==> src/rtl/matrix_wr_arbiter_pkg.sv <==
// Shared types and widths for the matrix storage write-port arbiter.
package matrix_wr_arbiter_pkg;

  localparam int MAT_ID_W      = 3;
  localparam int ROW_IDX_W     = 2;
  localparam int COL_IDX_W     = 2;
  localparam int ELEM_W        = 8;
  localparam int MAX_ROWS      = 4;
  localparam int MAX_COLS      = 4;
  localparam int NUM_MAT_SLOTS = 8;

  typedef logic [ELEM_W-1:0]                    matrix_element_t;
  typedef logic [MAX_ROWS*MAX_COLS*ELEM_W-1:0]  matrix_t;

  typedef enum logic [1:0] {SRC_NONE, SRC_ALU, SRC_IC, SRC_CLR} wr_src_t;
  typedef enum logic [1:0] {C_IDLE, C_RUN, C_DONE}              clr_state_t;

  typedef struct packed {
    logic                 wr_en;
    logic                 clear;
    logic                 set_dims;
    logic                 load_all;
    logic                 single;
    logic [ROW_IDX_W-1:0] dims_r;
    logic [COL_IDX_W-1:0] dims_c;
    logic [ROW_IDX_W-1:0] row_idx;
    logic [COL_IDX_W-1:0] col_idx;
    matrix_element_t      val_scalar;
    logic [MAT_ID_W-1:0]  target_id;
    matrix_t              val_matrix;
  } wr_cmd_t;

  // An IC command is legal only when exactly one command bit is set.
  function automatic logic ic_cmd_legal(input logic set_dims, input logic single);
    return set_dims ^ single;
  endfunction

endpackage

==> src/rtl/matrix_wr_arbiter_if.sv <==
// Request/ack sources and storage write-port bundle; master = sources/storage side, slave = arbiter.
interface matrix_wr_arbiter_if;
  import matrix_wr_arbiter_pkg::*;

  logic                 ic_req;
  logic                 ic_cmd_set_dims;
  logic                 ic_cmd_single;
  logic [MAT_ID_W-1:0]  ic_target_id;
  logic [ROW_IDX_W-1:0] ic_dims_r;
  logic [COL_IDX_W-1:0] ic_dims_c;
  logic [ROW_IDX_W-1:0] ic_row_idx;
  logic [COL_IDX_W-1:0] ic_col_idx;
  matrix_element_t      ic_data;
  logic                 ic_ack;
  logic                 alu_req;
  logic [MAT_ID_W-1:0]  alu_target_id;
  matrix_t              alu_matrix;
  logic                 alu_ack;
  logic                 clr_start;
  logic                 clr_busy;
  logic                 clr_done;
  logic                 cmd_err;
  logic                 ms_wr_en;
  logic                 ms_wr_cmd_clear;
  logic                 ms_wr_cmd_set_dims;
  logic                 ms_wr_cmd_load_all;
  logic                 ms_wr_cmd_single;
  logic [ROW_IDX_W-1:0] ms_wr_dims_r;
  logic [COL_IDX_W-1:0] ms_wr_dims_c;
  logic [ROW_IDX_W-1:0] ms_wr_row_idx;
  logic [COL_IDX_W-1:0] ms_wr_col_idx;
  matrix_element_t      ms_wr_val_scalar;
  logic [MAT_ID_W-1:0]  ms_wr_target_id;
  matrix_t              ms_wr_val_matrix;

  modport master (
    output ic_req, ic_cmd_set_dims, ic_cmd_single, ic_target_id, ic_dims_r, ic_dims_c,
           ic_row_idx, ic_col_idx, ic_data, alu_req, alu_target_id, alu_matrix, clr_start,
    input  ic_ack, alu_ack, clr_busy, clr_done, cmd_err, ms_wr_en, ms_wr_cmd_clear,
           ms_wr_cmd_set_dims, ms_wr_cmd_load_all, ms_wr_cmd_single, ms_wr_dims_r,
           ms_wr_dims_c, ms_wr_row_idx, ms_wr_col_idx, ms_wr_val_scalar, ms_wr_target_id,
           ms_wr_val_matrix
  );

  modport slave (
    input  ic_req, ic_cmd_set_dims, ic_cmd_single, ic_target_id, ic_dims_r, ic_dims_c,
           ic_row_idx, ic_col_idx, ic_data, alu_req, alu_target_id, alu_matrix, clr_start,
    output ic_ack, alu_ack, clr_busy, clr_done, cmd_err, ms_wr_en, ms_wr_cmd_clear,
           ms_wr_cmd_set_dims, ms_wr_cmd_load_all, ms_wr_cmd_single, ms_wr_dims_r,
           ms_wr_dims_c, ms_wr_row_idx, ms_wr_col_idx, ms_wr_val_scalar, ms_wr_target_id,
           ms_wr_val_matrix
  );

endinterface

==> src/rtl/matrix_clear_seq.sv <==
// Clear-sweep sequencer: requests one clear per slot 0..NUM_SLOTS-1, advancing on each grant.
// Request is held continuously while running; the slot only advances when granted.
module matrix_clear_seq
  import matrix_wr_arbiter_pkg::*;
#(
  parameter int NUM_SLOTS = NUM_MAT_SLOTS
) (
  input  logic                clk,
  input  logic                rst,
  input  logic                clr_start_i,
  input  logic                grant_i,
  output logic                req_o,
  output logic [MAT_ID_W-1:0] slot_o,
  output logic                busy_o,
  output logic                done_o
);

  localparam logic [MAT_ID_W-1:0] LAST_SLOT = MAT_ID_W'(NUM_SLOTS - 1);

  clr_state_t          state_q, state_d;
  logic [MAT_ID_W-1:0] slot_q, slot_d;

  always_ff @(posedge clk) begin
    if (rst) begin
      state_q <= C_IDLE;
      slot_q  <= '0;
    end else begin
      state_q <= state_d;
      slot_q  <= slot_d;
    end
  end

  always_comb begin
    state_d = state_q;
    slot_d  = slot_q;
    case (state_q)
      C_IDLE: begin
        if (clr_start_i) begin
          state_d = C_RUN;
          slot_d  = '0;
        end
      end
      C_RUN: begin
        if (grant_i) begin
          slot_d = slot_q + MAT_ID_W'(1);
          if (slot_q == LAST_SLOT) state_d = C_DONE;
        end
      end
      C_DONE:  state_d = C_IDLE;
      default: state_d = C_IDLE;
    endcase
  end

  always_comb begin
    req_o  = (state_q == C_RUN);
    busy_o = (state_q != C_IDLE);
    done_o = (state_q == C_DONE);
    slot_o = slot_q;
  end

endmodule

==> src/rtl/matrix_wr_arbiter.sv <==
// Shares the matrix storage write port between ALU write-back, input controller and clear sweep.
// One registered write per grant, visible the cycle after the request is sampled; one write per cycle.
module matrix_wr_arbiter
  import matrix_wr_arbiter_pkg::*;
#(
  parameter int NUM_SLOTS = NUM_MAT_SLOTS
) (
  input  logic                clk,
  input  logic                rst,
  matrix_wr_arbiter_if.slave  bus
);

  logic                clr_req, clr_grant, clr_busy, clr_done;
  logic [MAT_ID_W-1:0] clr_slot;
  wr_src_t             src;
  logic                ic_vld, alu_vld;
  logic                rr_q, rr_d;
  logic                ic_ack_q, ic_ack_d, alu_ack_q, alu_ack_d, err_q, err_d;
  logic                busy_q, done_q;
  wr_cmd_t             cmd_q, cmd_d;

  matrix_clear_seq #(.NUM_SLOTS(NUM_SLOTS)) u_clear_seq (
    .clk         (clk),
    .rst         (rst),
    .clr_start_i (bus.clr_start),
    .grant_i     (clr_grant),
    .req_o       (clr_req),
    .slot_o      (clr_slot),
    .busy_o      (clr_busy),
    .done_o      (clr_done)
  );

  // A source acked this cycle still holds req; mask it so it is not granted twice.
  assign ic_vld    = bus.ic_req  & ~ic_ack_q;
  assign alu_vld   = bus.alu_req & ~alu_ack_q;
  assign clr_grant = (src == SRC_CLR);

  // rr_q = 0 favours IC, 1 favours CLR; ALU always wins outright.
  always_comb begin
    src = SRC_NONE;
    if (alu_vld)               src = SRC_ALU;
    else if (ic_vld && clr_req) src = rr_q ? SRC_CLR : SRC_IC;
    else if (ic_vld)           src = SRC_IC;
    else if (clr_req)          src = SRC_CLR;
  end

  always_comb begin
    cmd_d     = '0;
    ic_ack_d  = 1'b0;
    alu_ack_d = 1'b0;
    err_d     = 1'b0;
    rr_d      = rr_q;
    case (src)
      SRC_ALU: begin
        alu_ack_d        = 1'b1;
        cmd_d.wr_en      = 1'b1;
        cmd_d.load_all   = 1'b1;
        cmd_d.target_id  = bus.alu_target_id;
        cmd_d.val_matrix = bus.alu_matrix;
      end
      SRC_IC: begin
        ic_ack_d = 1'b1;
        rr_d     = 1'b1;
        if (ic_cmd_legal(bus.ic_cmd_set_dims, bus.ic_cmd_single)) begin
          cmd_d.wr_en      = 1'b1;
          cmd_d.set_dims   = bus.ic_cmd_set_dims;
          cmd_d.single     = bus.ic_cmd_single;
          cmd_d.dims_r     = bus.ic_dims_r;
          cmd_d.dims_c     = bus.ic_dims_c;
          cmd_d.row_idx    = bus.ic_row_idx;
          cmd_d.col_idx    = bus.ic_col_idx;
          cmd_d.val_scalar = bus.ic_data;
          cmd_d.target_id  = bus.ic_target_id;
        end else begin
          err_d = 1'b1;
        end
      end
      SRC_CLR: begin
        rr_d            = 1'b0;
        cmd_d.wr_en     = 1'b1;
        cmd_d.clear     = 1'b1;
        cmd_d.target_id = clr_slot;
      end
      default: ;
    endcase
  end

  // Sweep status is registered alongside the write so busy/done line up with the clears.
  always_ff @(posedge clk) begin
    if (rst) begin
      cmd_q     <= '0;
      ic_ack_q  <= 1'b0;
      alu_ack_q <= 1'b0;
      err_q     <= 1'b0;
      rr_q      <= 1'b0;
      busy_q    <= 1'b0;
      done_q    <= 1'b0;
    end else begin
      cmd_q     <= cmd_d;
      ic_ack_q  <= ic_ack_d;
      alu_ack_q <= alu_ack_d;
      err_q     <= err_d;
      rr_q      <= rr_d;
      busy_q    <= clr_busy;
      done_q    <= clr_done;
    end
  end

  assign bus.ic_ack             = ic_ack_q;
  assign bus.alu_ack            = alu_ack_q;
  assign bus.cmd_err            = err_q;
  assign bus.clr_busy           = busy_q;
  assign bus.clr_done           = done_q;
  assign bus.ms_wr_en           = cmd_q.wr_en;
  assign bus.ms_wr_cmd_clear    = cmd_q.clear;
  assign bus.ms_wr_cmd_set_dims = cmd_q.set_dims;
  assign bus.ms_wr_cmd_load_all = cmd_q.load_all;
  assign bus.ms_wr_cmd_single   = cmd_q.single;
  assign bus.ms_wr_dims_r       = cmd_q.dims_r;
  assign bus.ms_wr_dims_c       = cmd_q.dims_c;
  assign bus.ms_wr_row_idx      = cmd_q.row_idx;
  assign bus.ms_wr_col_idx      = cmd_q.col_idx;
  assign bus.ms_wr_val_scalar   = cmd_q.val_scalar;
  assign bus.ms_wr_target_id    = cmd_q.target_id;
  assign bus.ms_wr_val_matrix   = cmd_q.val_matrix;

endmodule

==> src/flat_wrapper.sv <==
// flat-port wrapper written by rule: the top's interface ports become plain ports
module matrix_wr_arbiter_flat import matrix_wr_arbiter_pkg::*;
#(
  parameter int NUM_SLOTS = NUM_MAT_SLOTS
)
  (clk, rst, bus_ic_req, bus_ic_cmd_set_dims, bus_ic_cmd_single, bus_ic_target_id, bus_ic_dims_r, bus_ic_dims_c, bus_ic_row_idx, bus_ic_col_idx, bus_ic_data, bus_alu_req, bus_alu_target_id, bus_alu_matrix, bus_clr_start, bus_ic_ack, bus_alu_ack, bus_clr_busy, bus_clr_done, bus_cmd_err, bus_ms_wr_en, bus_ms_wr_cmd_clear, bus_ms_wr_cmd_set_dims, bus_ms_wr_cmd_load_all, bus_ms_wr_cmd_single, bus_ms_wr_dims_r, bus_ms_wr_dims_c, bus_ms_wr_row_idx, bus_ms_wr_col_idx, bus_ms_wr_val_scalar, bus_ms_wr_target_id, bus_ms_wr_val_matrix);
  matrix_wr_arbiter_if bus_i ();
  input  logic clk;
  input  logic rst;
  input wire logic [$bits(bus_i.ic_req)-1:0] bus_ic_req;
  input wire logic [$bits(bus_i.ic_cmd_set_dims)-1:0] bus_ic_cmd_set_dims;
  input wire logic [$bits(bus_i.ic_cmd_single)-1:0] bus_ic_cmd_single;
  input wire logic [$bits(bus_i.ic_target_id)-1:0] bus_ic_target_id;
  input wire logic [$bits(bus_i.ic_dims_r)-1:0] bus_ic_dims_r;
  input wire logic [$bits(bus_i.ic_dims_c)-1:0] bus_ic_dims_c;
  input wire logic [$bits(bus_i.ic_row_idx)-1:0] bus_ic_row_idx;
  input wire logic [$bits(bus_i.ic_col_idx)-1:0] bus_ic_col_idx;
  input wire logic [$bits(bus_i.ic_data)-1:0] bus_ic_data;
  input wire logic [$bits(bus_i.alu_req)-1:0] bus_alu_req;
  input wire logic [$bits(bus_i.alu_target_id)-1:0] bus_alu_target_id;
  input wire logic [$bits(bus_i.alu_matrix)-1:0] bus_alu_matrix;
  input wire logic [$bits(bus_i.clr_start)-1:0] bus_clr_start;
  output wire logic [$bits(bus_i.ic_ack)-1:0] bus_ic_ack;
  output wire logic [$bits(bus_i.alu_ack)-1:0] bus_alu_ack;
  output wire logic [$bits(bus_i.clr_busy)-1:0] bus_clr_busy;
  output wire logic [$bits(bus_i.clr_done)-1:0] bus_clr_done;
  output wire logic [$bits(bus_i.cmd_err)-1:0] bus_cmd_err;
  output wire logic [$bits(bus_i.ms_wr_en)-1:0] bus_ms_wr_en;
  output wire logic [$bits(bus_i.ms_wr_cmd_clear)-1:0] bus_ms_wr_cmd_clear;
  output wire logic [$bits(bus_i.ms_wr_cmd_set_dims)-1:0] bus_ms_wr_cmd_set_dims;
  output wire logic [$bits(bus_i.ms_wr_cmd_load_all)-1:0] bus_ms_wr_cmd_load_all;
  output wire logic [$bits(bus_i.ms_wr_cmd_single)-1:0] bus_ms_wr_cmd_single;
  output wire logic [$bits(bus_i.ms_wr_dims_r)-1:0] bus_ms_wr_dims_r;
  output wire logic [$bits(bus_i.ms_wr_dims_c)-1:0] bus_ms_wr_dims_c;
  output wire logic [$bits(bus_i.ms_wr_row_idx)-1:0] bus_ms_wr_row_idx;
  output wire logic [$bits(bus_i.ms_wr_col_idx)-1:0] bus_ms_wr_col_idx;
  output wire logic [$bits(bus_i.ms_wr_val_scalar)-1:0] bus_ms_wr_val_scalar;
  output wire logic [$bits(bus_i.ms_wr_target_id)-1:0] bus_ms_wr_target_id;
  output wire logic [$bits(bus_i.ms_wr_val_matrix)-1:0] bus_ms_wr_val_matrix;
  assign bus_i.ic_req = bus_ic_req;
  assign bus_i.ic_cmd_set_dims = bus_ic_cmd_set_dims;
  assign bus_i.ic_cmd_single = bus_ic_cmd_single;
  assign bus_i.ic_target_id = bus_ic_target_id;
  assign bus_i.ic_dims_r = bus_ic_dims_r;
  assign bus_i.ic_dims_c = bus_ic_dims_c;
  assign bus_i.ic_row_idx = bus_ic_row_idx;
  assign bus_i.ic_col_idx = bus_ic_col_idx;
  assign bus_i.ic_data = bus_ic_data;
  assign bus_i.alu_req = bus_alu_req;
  assign bus_i.alu_target_id = bus_alu_target_id;
  assign bus_i.alu_matrix = bus_alu_matrix;
  assign bus_i.clr_start = bus_clr_start;
  assign bus_ic_ack = bus_i.ic_ack;
  assign bus_alu_ack = bus_i.alu_ack;
  assign bus_clr_busy = bus_i.clr_busy;
  assign bus_clr_done = bus_i.clr_done;
  assign bus_cmd_err = bus_i.cmd_err;
  assign bus_ms_wr_en = bus_i.ms_wr_en;
  assign bus_ms_wr_cmd_clear = bus_i.ms_wr_cmd_clear;
  assign bus_ms_wr_cmd_set_dims = bus_i.ms_wr_cmd_set_dims;
  assign bus_ms_wr_cmd_load_all = bus_i.ms_wr_cmd_load_all;
  assign bus_ms_wr_cmd_single = bus_i.ms_wr_cmd_single;
  assign bus_ms_wr_dims_r = bus_i.ms_wr_dims_r;
  assign bus_ms_wr_dims_c = bus_i.ms_wr_dims_c;
  assign bus_ms_wr_row_idx = bus_i.ms_wr_row_idx;
  assign bus_ms_wr_col_idx = bus_i.ms_wr_col_idx;
  assign bus_ms_wr_val_scalar = bus_i.ms_wr_val_scalar;
  assign bus_ms_wr_target_id = bus_i.ms_wr_target_id;
  assign bus_ms_wr_val_matrix = bus_i.ms_wr_val_matrix;
  matrix_wr_arbiter #(.NUM_SLOTS(NUM_SLOTS)) u_core (.clk(clk), .rst(rst), .bus(bus_i));
endmodule
==> config.mk <==
export PLATFORM = sky130hd
export DESIGN_NAME = matrix_wr_arbiter_flat
export DESIGN_NICKNAME = d
export VERILOG_FILES = /design/src/rtl/matrix_wr_arbiter_pkg.sv /design/src/rtl/matrix_wr_arbiter_if.sv /design/src/rtl/matrix_clear_seq.sv /design/src/rtl/matrix_wr_arbiter.sv /design/src/flat_wrapper.sv
export SDC_FILE = /design/constraint.sdc
export NUM_CORES = 1
export LEC_CHECK = 0
export ABC_AREA = 1
export CAP_MARGIN = 0
export CORE_ASPECT_RATIO = 1.5
export CORE_MARGIN = 10
export CORE_UTILIZATION = 39
export DETAILED_ROUTE_END_ITERATION = 16
export GPL_TIMING_DRIVEN = 0
export PLACE_DENSITY_LB_ADDON = 0.15
export SYNTH_ARGS = -nofsm -noshare
export SYNTH_HDL_FRONTEND = slang
export SYNTH_HIERARCHICAL = 1
export SYNTH_SLANG_ARGS = --single-unit
export TNS_END_PERCENT = 30
==> constraint.sdc <==
create_clock -name clk -period 5.2 [get_ports clk]
set_clock_uncertainty 0.1 [all_clocks]
set_input_delay 0.52 -clock clk [delete_from_list [all_inputs] [get_ports clk]]
set_output_delay 0.52 -clock clk [all_outputs]
set_load 0.02 [all_outputs]
# == Word-level counts from Yosys, hierarchy flattened ==
# Index checks and enable logic that the tools add are counted.
# Widths: inputs -> output; s select.
# totals
in_bits,157
mem_bits_ro,0
ff_bits,162
n_memories,0
ram_bits,0
latchBits,0
output_inout_bits,157
elab_cells,69
# classes
n_addsub,1
shift,0
bitwise_logic,8
eq_ne,9
n_mux,21
n_mul,0
reduce_logical,11
n_lt_le_gt_ge,0
div,0
# ops
cell,count
$mux 2,7
$mux 3,3
$pmux 3 s3,1
$eq 2x2->1 const B,3
$mux 1,6
$ne 2x2->1 const B,3
$pmux 3 s2,1
$reduce_and 3->1,2
$reduce_bool 2->1,3
$reduce_or 2->1,3
$not 1->1,5
$eq 2x1->1 const B,2
$pmux 1 s2,2
$pmux 2 s2,1
$add 3x1->3 const B,1
$eq 3x3->1 const B,1
$reduce_or 3->1,1
$and 1x1->1,2
$logic_not 2->1,1
$logic_and 1x1->1,1
$xor 1x1->1,1

# == Logic depth before layout (Yosys ltp) ==
# logic_depth
depth_word,8
ltp_mapped,9
depth_no_buf,9

# == By module ==
# Netlist, hierarchy kept.
# by_module_without_submodules
module,instances,cells_per_inst,area_each_um2,seq_area_each_um2
matrix_wr_arbiter,1,520,4610.7,3143.0
matrix_clear_seq,1,39,275.3,100.1

# == Worst setup path after synthesis ==
# Ideal clock, no wire load.
# synth_timing
kind,register to register
startpoint,"register, netlist name u_core/bus.ms_wr_cmd_load_all"
endpoint,register u_core.u_clear_seq.slot_q[0] (netlist: u_core/u_clear_seq/slot_o[0])
arrival_time_ns,1.483
n_path_buf,0
required_time_ns,4.987
setup_ns,0.113
stages_incl_launch_ff,10
path_slack_ns,3.504
synth_period_minus_slack_ns,1.696
path_cell_list,dfxtp_1 > inv_1 > nand2_4 > inv_1 > nor2_1 > inv_1 > a21oi_1 > nand2_1 > o21ai_1 > inv_1
# synth_lines
element,line,source
"end signal, assigned",matrix_clear_seq.sv:29,slot_q <= slot_d;
"end, declared",matrix_clear_seq.sv:21,"logic [MAT_ID_W-1:0] slot_q, slot_d;"

# == Worst setup path after layout ==
# layout_timing
startpoint,register u_core.cmd_q (netlist bit u_core/bus.ms_wr_cmd_load_all)
endpoint,output bus_ms_wr_cmd_load_all
# layout_lines
element,line,source
"start, declared",matrix_wr_arbiter.sv:20,"wr_cmd_t cmd_q, cmd_d;"
"start signal, assigned",matrix_wr_arbiter.sv:99,cmd_q <= cmd_d;
"end, declared",flat_wrapper.sv:31,output wire logic [$bits(bus_i.ms_wr_cmd_load_all)-1:0] bus_ms_wr_cmd_load_all;
# No word-level cell between the ends.

==> summary.log <==
[status] run status finished, final reports clean
[routing] number of remaining DRC errors 0
[finish] fraction of final layout cells with drive strength greater than 1 6.32%
[worst_setup_path] Required @ worst endpoint 4.58 ns
[finish] FF/Latch Area 3240 sq um
[timing] unrepaired setup endpoints after global routing no
[worst_setup_path] slowest stage cell, crit path clkdlybuf4s50_1
[worst_setup_path] largest fanout of any net on the critical path 3
[synthesis] count leader, synth nor2_1
[synthesis] count of yosys warnings during synthesis 6
[placement] Port Buffer Count 313
[power] switching power total 0.672 mW
[synthesis] commonest register cell after synthesis dfxtp_1
[synthesis] area share of the largest cell type after synthesis 66.4%
[floorplanning] number of rows in the core area 50
[finish] # nets final 1,050
[worst_setup_path] ordered cell list for the critical path buf_4 -> clkdlybuf4s50_1
[finish] final standard cell area without fillers 8790 sq um
[synthesis] share of flip-flops with an asynchronous set or reset 0%
[finish] post-route insts no fill 1,059
[timing] max-slew headroom at the worst pin 77.4%
[grt] vias in the first global route 4,613
[timing] transition time of the tightest slew-check pin 0.337 ns
[synthesis] instance count of the mapped netlist 559
[clock_tree] Post-CTS Hold Buffers 0
[worst_setup_path] kind of critical path flop to output pin
[clock_tree] TritonCTS Sinks 162
[routing] vias post-DR 4,326
[worst_setup_path] beginning of the critical path u_core/bus.ms_wr_cmd_load_all$_SDFF_PP0_
[clock_tree] TritonCTS clock tree built
[floorplanning] width of the die 111 um
[routing] Vias/cell 4.08
[finish] Layout Area Growth over Synthesis 80.0%
[timing] Final Max Slew Viols 0
[worst_setup_path] worst r2r src u_core/u_clear_seq/state_q[0]$_SDFFE_PP0P_
[routing] DR pass1 iterations 4
[synthesis] cell area after synthesis 4890 sq um
[floorplanning] Chip Height 157 um
[worst_hold_path] worst hold path class flop to flop
[power] switching share of total power 23.0%
[synthesis] Area contributors post-synth dfxtp_1, nor2_1, inv_1, nand2_1, buf_2
[power] worst IR drop on VDD 0.215 mV
[grt] pin count of the biggest net entering global routing 17
[grt] leftover overflow at the end of global routing 0
[job] number of maximum-capacitance constraint violations 0
[routing] number of DRC markers after the initial detailed-route iteration 133
[finish] multi-input gate area in the final layout 923 sq um
[clock_tree] Post-CTS Setup Inserts 0
[power] final total power 2.92 mW
[floorplanning] placeable core area 12,400 sq um
[finish] number of fill cells in the layout 943
[power] clock share of power 41.7%
[synthesis] distinct cell type count after synthesis 20
[routing] routed wirelength normalized by instance count 16.1 um
[timing] share of the clock period used by the worst path 41.0%
[placement] placement-stage cell area 8210 sq um
[worst_setup_path] data arrival time at the worst-slack endpoint 1.51 ns
[clock_tree] clock latency reported for the late side of the worst-skew pair 0.41 ns
[synthesis] biggest area consumer among synthesized cells dfxtp_1
[synthesis] count of flip-flops with a built-in enable after synthesis 0
[routing] antenna-violating nets left 0
[timing] Tmin final 2.13 ns
[placement] routability congestion estimate from global placement 0.805
[power] pwr dens 332 nW/um^2
[timing] setup-violating endpoint count in the final report 0
[power] combinational share of power 13.4%
[worst_setup_path] Critical Path Max Stage Delay 0.61 ns
[power] reported leakage power 4.15 nW
[clock_tree] clock edge transition at the registers on the reported setup and hold paths 0.06 ns
[routing] total detailed-routing wirelength 17,100 um
[placement] HPWL after DPL 14,000 um
[synthesis] number of register bits inferred by synthesis 162
[timing] fmax 470 MHz
[clock_tree] H-tree Lvls 4
[timing] final hold violations 0
[clock_tree] cts bufs inserted 17
[worst_setup_path] type of destination of the critical path output pin
[timing] final setup TNS 0 ns
[clock_tree] clock root buffer clkbuf_16
[floorplanning] DIE AREA 17,500 sq um
[worst_setup_path] Worst Setup Start Kind flop
[placement] number of cells after detailed placement 1,028
[grt] number of antenna violations at the first check in global routing 0
[power] register share of total power 44.8%
[synthesis] leading post-synthesis cells by instance count nor2_1, dfxtp_1, inv_1
[floorplanning] Initial Utilization 39.4%
[worst_hold_path] launch instance of the worst min-delay path u_core/rr_q$_SDFFE_PP0P_
[synthesis] sequential cell area fraction in the yosys report 66.4%
[floorplanning] I/O pin count 314
[synthesis] Net Count, Synth 718
[clock_tree] Gates resized, CTS repair 0
[synthesis] Avg Inst Size Synth 8.74 sq um
[grt] Overall Global Routing Usage 18.8%
[grt] wire length of the first global-routing pass 25,700 um
[power] internal power 2.24 mW
[clock_tree] Max Buffers Root-to-Sink 2
per-layer routing:
metal	share of wire [%]	track usage (%)
met1	33	17.1
met2	56	36.2
met3	8.8	8.08
met4	1.6	6.32
met5	0	0
worst paths after layout:
check                                                                  to  slack (ns)  cells after the start
worst max-delay path                               bus_ms_wr_cmd_load_all        3.07                      2
worst min-delay path                             u_core/rr_q$_SDFFE_PP0P_        0.37                      2
worst max register to register  u_core/u_clear_seq/slot_o[0]$_SDFFE_PP0P_        3.18                      9
worst min register to register                   u_core/rr_q$_SDFFE_PP0P_        0.37                      2
through the flow:
step	setup WS, ns	hold WS, ns	util (%)
floorplan	3.50	0.340	-
global placement	2.93	0.350	66.3
detailed placement	2.84	0.356	66.3
finish	3.07	0.366	71.0
global route	2.98	0.408	71.0
CTS	3.05	0.366	71.0
registers in the layout, indices dropped and copies added (netlist names):
register / flops
u_core/bus.ms_wr_dims_r: 2
u_core/bus.ms_wr_col_idx: 2
u_core/u_clear_seq/state_q: 2
u_core/bus.ms_wr_val_matrix: 128
u_core/u_clear_seq/slot_o: 3
u_core/rr_q: 1
u_core/bus.ms_wr_cmd_single: 1
u_core/bus.ic_ack: 1
u_core/bus.ms_wr_target_id: 3
u_core/bus.clr_done: 1
u_core/bus.ms_wr_en: 1
u_core/bus.ms_wr_cmd_clear: 1
u_core/bus.ms_wr_cmd_load_all: 1
u_core/bus.clr_busy: 1
u_core/bus.ms_wr_dims_c: 2
u_core/bus.ms_wr_row_idx: 2
u_core/bus.ms_wr_val_scalar: 8
u_core/bus.ms_wr_cmd_set_dims: 1
u_core/bus.cmd_err: 1
placed cells by master, fill, tap and decap left out, types with 5 or more instances in the layout:
cell / instances
nand4_1: 5
clkbuf_16: 17
nand2_1: 21
buf_2: 14
a21oi_1: 5
inv_1: 162
clkdlybuf4s50_1: 313
dfxtp_1: 162
nor2_1: 165
cell type report:
| class | count | area share, % |
|---|---|---|
| Sequential cell | 162 | 36.9 |
| Buffer | 17 | 1.14 |
| Antenna cell | 1 | 0.0285 |
| Multi-Input combinational cell | 215 | 10.5 |
| Clock inverter | 8 | 1.17 |
| Inverter | 165 | 7.04 |
| Tap cell | 156 | 2.22 |
| Timing Repair Buffer | 313 | 35.6 |
| Clock buffer | 22 | 5.39 |
kinds of logic (layout without fill, tap and decap cells):
kind of cell	Yosys count	after routing	share of synthesized area [%]
buf+inv	182	525	14.7
other cells	0	1	0
flops	162	162	66.4
compound gates	9	9	1.33
fa+ha+maj	2	2	0.512
simple gates	204	204	17.1
critical path: cells and delay by family, from the launching register on:
family,cells,cell delay (ns)
flip-flops,1,0.37
buffers and inverters,2,0.73
power by group through the flow:
stage          registers (mW)  clock network [mW]  logic (mW)
4_1_cts                  1.31                1.24       0.396
5_1_grt                  1.31                1.29       0.421
6_report                 1.31                1.22       0.392
2_1_floorplan            1.39                   0      0.0908
3_5_place_dp             1.33                   0       0.393
3_3_place_gp             1.33                   0       0.386
(Power assumes the default switching activity.)
